[src/rtl/sd_start_arbiter.sv]
// Round-robin start arbiter: turns rising edges on per-requester start levels into
// pending requests and grants the shared SD engine to one requester at a time.
// Latency: req_lvl edge -> pending 2 clk, -> eng_start 3 clk; done -> next start 1 clk.
// Backpressure: requests queue in pending (merged per requester) while the engine is busy.
//
// Ports:
//   clk, reset      - clock, synchronous active-high reset
//   enable          - gates edge capture and new grants (in-flight work completes)
//   req_lvl         - per-requester start level; each rising edge asks for one transaction
//   eng_done        - one-cycle completion strobe from the engine (only honoured in WAIT)
//   eng_start       - one-cycle start strobe to the engine
//   eng_sel         - granted requester index, stable from eng_start until back in IDLE
//   eng_abort       - one-cycle abort strobe when the engine times out
//   done_strb       - one-hot completion strobe back to the granted requester
//   timeout_strb    - one-hot timeout strobe back to the granted requester
//   pending         - captured requests not yet granted
//   busy            - high while a transaction is in flight
module sd_start_arbiter #(
  parameter int N_REQ   = 4,
  parameter int SEL_W   = 2,
  parameter int TO_W    = 16,
  parameter int TIMEOUT = 50000
) (
  input  logic             clk,
  input  logic             reset,
  input  logic             enable,
  input  logic [N_REQ-1:0] req_lvl,
  input  logic             eng_done,
  output logic             eng_start,
  output logic [SEL_W-1:0] eng_sel,
  output logic             eng_abort,
  output logic [N_REQ-1:0] done_strb,
  output logic [N_REQ-1:0] timeout_strb,
  output logic [N_REQ-1:0] pending,
  output logic             busy
);

  typedef enum logic [1:0] {
    IDLE  = 2'd0,
    START = 2'd1,
    WAIT  = 2'd2
  } state_t;

  localparam logic [TO_W-1:0]  TO_LAST = TO_W'(TIMEOUT - 1);
  localparam logic [SEL_W:0]   N_EXT   = (SEL_W + 1)'(N_REQ);
  localparam logic [SEL_W-1:0] LAST_RST = SEL_W'(N_REQ - 1);

  state_t           state, state_nxt;
  logic [N_REQ-1:0] req_d1, req_d2, req_edge;
  logic [N_REQ-1:0] grant_clr, pending_nxt, done_nxt, to_nxt;
  logic [SEL_W-1:0] last_grant, last_nxt, sel_nxt, rr_idx;
  logic             rr_found;
  logic [SEL_W:0]   cand;
  logic [TO_W-1:0]  cnt, cnt_nxt;
  logic             start_nxt, abort_nxt;

  assign req_edge = req_d1 & ~req_d2 & {N_REQ{enable}};

  // A grant clears its bit, but a fresh edge in the same cycle re-arms it so
  // the new request is not lost.
  assign pending_nxt = (pending & ~grant_clr) | req_edge;

  // Round-robin pick: first pending bit scanning upward from last_grant+1.
  // cand is one bit wider so the wrap is a single conditional subtract.
  always_comb begin
    rr_found = 1'b0;
    rr_idx   = last_grant;
    cand     = '0;
    for (int k = 1; k <= N_REQ; k++) begin
      cand = {1'b0, last_grant} + (SEL_W + 1)'(k);
      if (cand >= N_EXT) cand = cand - N_EXT;
      if (!rr_found && pending[cand[SEL_W-1:0]]) begin
        rr_found = 1'b1;
        rr_idx   = cand[SEL_W-1:0];
      end
    end
  end

  always_comb begin
    state_nxt = state;
    start_nxt = 1'b0;
    abort_nxt = 1'b0;
    done_nxt  = '0;
    to_nxt    = '0;
    sel_nxt   = eng_sel;
    last_nxt  = last_grant;
    cnt_nxt   = cnt;
    grant_clr = '0;
    case (state)
      IDLE: begin
        if (enable && rr_found) begin
          state_nxt = START;
          start_nxt = 1'b1;
          sel_nxt   = rr_idx;
          last_nxt  = rr_idx;
          grant_clr = N_REQ'(1) << rr_idx;
        end
      end
      START: begin
        state_nxt = WAIT;
        cnt_nxt   = '0;
      end
      WAIT: begin
        // Done takes priority over a coinciding timeout.
        if (eng_done) begin
          done_nxt  = N_REQ'(1) << eng_sel;
          state_nxt = IDLE;
        end else if (cnt == TO_LAST) begin
          to_nxt    = N_REQ'(1) << eng_sel;
          abort_nxt = 1'b1;
          state_nxt = IDLE;
        end else begin
          cnt_nxt = cnt + TO_W'(1);
        end
      end
      default: state_nxt = IDLE;
    endcase
  end

  always_ff @(posedge clk) begin
    if (reset) state <= IDLE;
    else       state <= state_nxt;
  end

  always_ff @(posedge clk) begin
    if (reset) begin
      req_d1       <= '0;
      req_d2       <= '0;
      pending      <= '0;
      last_grant   <= LAST_RST;
      eng_sel      <= '0;
      cnt          <= '0;
      eng_start    <= 1'b0;
      eng_abort    <= 1'b0;
      done_strb    <= '0;
      timeout_strb <= '0;
      busy         <= 1'b0;
    end else begin
      req_d1       <= req_lvl;
      req_d2       <= req_d1;
      pending      <= pending_nxt;
      last_grant   <= last_nxt;
      eng_sel      <= sel_nxt;
      cnt          <= cnt_nxt;
      eng_start    <= start_nxt;
      eng_abort    <= abort_nxt;
      done_strb    <= done_nxt;
      timeout_strb <= to_nxt;
      busy         <= (state_nxt != IDLE);
    end
  end

endmodule

[config.mk]
export PLATFORM = sky130hd
export DESIGN_NAME = sd_start_arbiter
export DESIGN_NICKNAME = d
export VERILOG_FILES = /design/src/rtl/sd_start_arbiter.sv
export SDC_FILE = /design/constraint.sdc
export NUM_CORES = 1
export LEC_CHECK = 0
export CORE_MARGIN = 8
export CORE_UTILIZATION = 43
export CTS_BUF_LIST = sky130_fd_sc_hd__clkbuf_8 sky130_fd_sc_hd__clkbuf_16
export DETAILED_ROUTE_END_ITERATION = 16
export GPL_TIMING_DRIVEN = 1
export MAX_ROUTING_LAYER = met4
export PLACE_DENSITY = 0.65
export SKIP_CTS_REPAIR_TIMING = 1
export SLEW_MARGIN = 20
export SYNTH_ARGS = -nofsm -noshare
export SYNTH_HDL_FRONTEND = slang
export SYNTH_SLANG_ARGS = --single-unit
[constraint.sdc]
create_clock -name clk -period 4.35 [get_ports clk]
set_clock_uncertainty 0.15 [all_clocks]
set_input_delay 0.87 -clock clk [delete_from_list [all_inputs] [get_ports clk]]
set_output_delay 0.87 -clock clk [all_outputs]
set_load 0.03 [all_outputs]
==> flow_summary.json, run 1 <==
{
  "status": "completed",
  "core_area_um2": 4060,
  "cp.arrival_ns": 2.64,
  "avgSynthCellArea_um2": 9.14,
  "synth_edf_count": 0,
  "yosysUniqueCellTypes": 42,
  "tightestPinTransition_ns": 0.810,
  "grt_max_degree": 26,
  "cap_violations": 0,
  "synth_seq_area_share": 0.493,
  "synth_ff_type": "dfxtp_1",
  "path_clk_slew_ns": 0.09,
  "die_h_um": 81.2,
  "timing.slew.headroom": 0.459,
  "fin_nets": 234,
  "tns_ns": 0,
  "hold_class": "flip-flop to flip-flop",
  "timing.final.crit_share": 0.594,
  "antenna_found_initial": 0,
  "crit_path_end_kind": "flip-flop",
  "path_class": "input port to flip-flop",
  "ir_worst_vdd_uv": 231,
  "power_mw": 0.776,
  "cellPowerDensity_nw_per_um2": 353,
  "max_freq_ghz": 0.387,
  "setup.worst_path.start_class": "input port",
  "syn_inst": 200,
  "grt_pass1_wl_um": 6670,
  "cts-htree-levels": 2,
  "placementRows": 23,
  "diodes": 0,
  "hp-start": "req_d1[3]$_SDFF_PP0_",
  "final_max_slew_viol_count": 0,
  "initial_core_util": 0.451,
  "initialDrtViolationCount": 99,
  "clk_path_buf_depth": 2,
  "die_w_um": 81.2,
  "wirelength_um": 3900,
  "placedCellCount": 268,
  "syn_area_um2": 1830,
  "syn_to_final_growth_pct": 20.3,
  "rsz0062_at_grt": "false",
  "drive_gt1_frac": 0.0531,
  "viasPerCell": 5.64,
  "clock-sinks": 45,
  "die_area_um2": 6590,
  "first_pass_iters": 4,
  "fin_crit_ns": 2.58,
  "vias": 1558,
  "clk_latency_ns": 0.30,
  "port_buffers": 24,
  "num-fill-cells": 390,
  "power.leakage_nw": 0.802,
  "post_layout_nonfiller_instances": 276,
  "ant_nets": 0,
  "async_flop_share": 0,
  "cts_tree": "yes",
  "timing.rr.start": "cnt[0]$_SDFFE_PP0P_",
  "grt_pass1_vias": 1507,
  "yosysWarnings": 0,
  "gp_congestion": 0.803,
  "pin_count": 25,
  "post_drt_wl_per_cell_um": 14.1,
  "cp_data_required_time_ns": 4.41,
  "syn_nets": 209,
  "drc": 0,
  "place_hpwl_um": 2900,
  "crit_fanout": 25,
  "cp-startpoint": "reset",
  "cts_root_buf": "clkbuf_8",
  "utilization": 0.542,
  "whs_ns": 0.319,
  "gr-total-overflow": 0,
  "cts_buffers": 5,
  "grt_usage": 0.131,
  "ys_ff_latch": 45,
  "setup_viol": 0,
  "timing.final.hold_violations": 0
}
==> routing by layer <==
layer,vias up,global-route usage,part of all wire
met3,5,0.0430,0.047
li1,778,-,-
met5,-,-,0
met4,0,0.0500,0.014
met2,28,0.209,0.48
met1,747,0.149,0.46
==> sequential cells by signal, summed over array words and instances (netlist names), 2 cells and up <==
| register | count |
|---|---|
| cnt | 16 |
| done_strb | 4 |
| eng_sel | 2 |
| last_grant | 2 |
| pending | 4 |
| req_d1 | 4 |
| req_d2 | 4 |
| state | 2 |
| timeout_strb | 4 |
==> per-stage QoR <==
stage	area [um2]	worst slack, ns
finish	2200	1.77
global route	2200	1.62
CTS	2200	1.76
detailed placement	2110	1.46
global placement	2110	1.56
floorplan	1830	2.20
==> worst max-delay path, cell delays in order <==
cell and delay [ns]:
clkdlybuf4s50_1 0.82, nand2b_1 0.57, nor4_1 0.36
==> area by class of cell <==
type,instances,area [um2],area share
multi-input cells,145,887,0.403
clock inverters,3,25.0,0.0114
well taps,50,62.6,0.0284
inverters,4,15.0,0.00683
flip-flops and latches,45,901,0.410
repair buffers,24,240,0.109
clock buffers,5,68.8,0.0313
==> cells in the mapped netlist, drive strengths merged, types with 4 or more instances <==
master	number	area share
and3	5	0.017
nand2b	5	0.017
nor2	20	0.041
nand2	12	0.025
nor2b	8	0.027
and3b	5	0.024
dfxtp	45	0.49
nand4	4	0.014
inv	4	0.0082
or4	5	0.021
or3	10	0.034
nand3	8	0.025
a21oi	18	0.049
nor3	4	0.011
o21ai	7	0.019
==> layout by cell type, fill, tap and decap left out, types with 2 or more instances in the layout <==
cell and n:
a21oi_1 18, a311oi_1 2, a31oi_1 2, and3_1 5, and3b_1 5, and4_1 3
clkbuf_8 5, clkdlybuf4s50_1 24, dfxtp_1 45, inv_1 4, inv_6 2, nand2_1 12
nand2b_1 5, nand3_1 7, nand4_1 4, nand4b_1 2, nor2_1 20, nor2b_1 8
nor3_1 4, nor4_1 2, nor4bb_1 2, o211ai_1 2, o21ai_0 7, o31ai_1 3
or3_1 10, or4_1 5, xor2_1 2
==> path summary, 6_finish.rpt <==
path                                             end  slack [ns]  cells past startpoint
worst max-delay path             cnt[3]$_SDFFE_PP0P_        1.77                      3
worst min-delay path            req_d2[3]$_SDFF_PP0_        0.32                      1
worst max register to register   cnt[5]$_SDFFE_PP0P_        2.35                      5
worst min register to register  req_d2[3]$_SDFF_PP0_        0.32                      1
==> cells by family (layout without fill, tap and decap cells) <==
group | after synthesis | after routing | synth area share
buffers and inverters | 10 | 36 | 0.0219
DFF | 45 | 45 | 0.493
adders and majority gates | 1 | 1 | 0.00684
AOI/OAI and AO/OA | 39 | 39 | 0.131
xor gates and xnor gates | 2 | 2 | 0.00958
muxes | 1 | 1 | 0.00548
and+or+nand+nor | 102 | 102 | 0.332
==> report_power, final <==
group | internal (mW) | total, mW | switching (mW) | leakage [nW]
combinational | 0.0322 | 0.0743 | 0.0421 | 0.392
sequential | 0.423 | 0.435 | 0.0119 | 0.366
clock | 0.117 | 0.267 | 0.150 | 0.0452
No activity file was read; power rests on OpenSTA's default activity.
==> run 2: changes to the inputs <==
- PLACE_DENSITY: 0.65 -> 0.68
- clock period: 4.35 -> 2.1 ns (I/O delays scaled with it)
==> run 2 against run 1 <==
First-iteration DRC count up 47%. Largest power group unchanged. Largest cell class unchanged. Combinational power up 140%. Clock power up 110%. Critical path type is now flip-flop to output port. Sequential power up 110%. Wire length down 4.8%. Non-clock buffer count up 14. Register-to-register slack worse by 2.2 ns. Sequential cell count unchanged. Hold slack worse by 0.00093 ns. Critical path depth down 2. Cell count up 5.1%.
==> flow_summary.json, run 2 (synthesis gave the netlist of run 1 again) <==
{
  "critPathTopFamily": "buffers and inverters",
  "swShare": 0.265,
  "design_area_um2": 2310,
  "placed_cell_area_um2": 2210,
  "fin_crit_ns": 2.03,
  "gr-total-overflow": 0,
  "num-fill-cells": 375,
  "grt_usage": 0.127,
  "clock-sinks": 45,
  "cts_root_buf": "clkbuf_8",
  "largest_reg_flops": 16,
  "die_h_um": 81.2,
  "path_cells": "clkdlybuf4s50_1",
  "cts-htree-levels": 2,
  "crit_buf_inv": 1,
  "initial_core_util": 0.451,
  "status": "completed",
  "whs_ns": 0.318,
  "first_pass_iters": 4,
  "max_freq_ghz": 0.493,
  "placedCellCount": 282,
  "setup.worst_path.start_class": "flip-flop",
  "max_stage_delay_ns": 0.71,
  "place_ws_ns": -0.104,
  "die_area_um2": 6590,
  "die_w_um": 81.2,
  "hold_class": "flip-flop to flip-flop",
  "tightestPinTransition_ns": 0.449,
  "timing.final.hold_violations": 0,
  "ir_worst_vdd_uv": 376,
  "top_register": "cnt",
  "power.leakage_nw": 0.886,
  "grt_max_degree": 17,
  "drc": 0,
  "rsz0062_at_grt": "false",
  "cp.arrival_ns": 1.46,
  "combPwrFrac": 0.107,
  "port_buffers": 24,
  "cts_buffers": 5,
  "antenna_found_initial": 0,
  "path_class": "flip-flop to output port",
  "final_cell_mix": "45 x dfxtp_1, 23 x clkdlybuf4s50_1, 20 x nor2_1, 18 x a21oi_1, 14 x buf_4",
  "path_clk_slew_ns": 0.09,
  "placementRows": 23,
  "cp_data_required_time_ns": 1.53,
  "tns_ns": 0,
  "clkPwrFrac": 0.344,
  "cap_violations": 0,
  "fin_nets": 248,
  "fin_ws_ns": 0.0715,
  "cts_tree": "yes",
  "clk_path_buf_depth": 2,
  "post_layout_nonfiller_instances": 290,
  "grt_pass1_wl_um": 6530,
  "timing.slew.headroom": 0.698,
  "p_sw_mw": 0.433,
  "pin_count": 25,
  "clk_latency_ns": 0.30,
  "timing.final.crit_share": 0.966,
  "initialDrtViolationCount": 146,
  "core_area_um2": 4060,
  "diodes": 0,
  "p_int_mw": 1.20,
  "gp_congestion": 0.774,
  "vias": 1559,
  "wirelength_um": 3710,
  "ant_nets": 0,
  "viasPerCell": 5.38,
  "final_max_slew_viol_count": 0,
  "drive_gt1_frac": 0.108,
  "setup_viol": 0,
  "cellPowerDensity_nw_per_um2": 709,
  "crit_path_end_kind": "output port",
  "post_drt_wl_per_cell_um": 12.8,
  "place_hpwl_um": 2770,
  "grt_pass1_vias": 1411,
  "seq_power_share": 0.549,
  "syn_to_final_growth_pct": 26.2,
  "slowest_stage": "clkdlybuf4s50_1",
  "final_common_cell": "dfxtp_1",
  "crit_fanout": 6
}
[run 2: changes by cell type in the layout (fill, tap and decap cells not counted), sizes merged]
cell           delta
buf              +14
clkdlybuf4s50     -1
dlymetal6s2s      +1
[run 2: power by group through the flow]
stage	clock network, mW	registers [mW]	logic [mW]
floorplan	0	0.935	0.0800
global placement	0	0.918	0.173
detailed placement	0	0.918	0.176
CTS	0.577	0.898	0.177
global route	0.609	0.904	0.193
finish	0.562	0.898	0.175
[run 2: cell type report]
| class | instances | area [um2] | share of cell area |
|---|---|---|---|
| inverters | 4 | 15.0 | 0.00651 |
| multi-input cells | 145 | 887 | 0.384 |
| well taps | 50 | 62.6 | 0.0271 |
| flip-flops and latches | 45 | 901 | 0.390 |
| clock inverters | 3 | 25.0 | 0.0108 |
| repair buffers | 38 | 348 | 0.151 |
| clock buffers | 5 | 68.8 | 0.0298 |
[run 2: path summary, 6_finish.rpt]
check | startpoint | endpoint | slack (ns) | cells past startpoint
worst max-delay path | pending[1]$_SDFF_PP0_ | pending[1] | 0.07 | 1
worst min-delay path | req_d1[1]$_SDFF_PP0_ | req_d2[1]$_SDFF_PP0_ | 0.32 | 1
worst max register to register | cnt[0]$_SDFFE_PP0P_ | cnt[5]$_SDFFE_PP0P_ | 0.17 | 5
worst min register to register | req_d1[1]$_SDFF_PP0_ | req_d2[1]$_SDFF_PP0_ | 0.32 | 1
[run 2: layer usage]
metal | routed length (um) | global-route usage | up-vias | share of wire
met5 | 0 | - | - | 0
met4 | 65 | 0.0554 | 0 | 0.018
met3 | 176 | 0.0309 | 7 | 0.047
met2 | 1550 | 0.185 | 26 | 0.42
met1 | 1910 | 0.162 | 715 | 0.52
li1 | - | - | 811 | -
[run 2: through the flow]
step,util,total power [mW]
CTS,0.568,1.65
global route,0.569,1.71
floorplan,-,1.01
finish,0.569,1.64
global placement,0.545,1.09
detailed placement,0.545,1.09
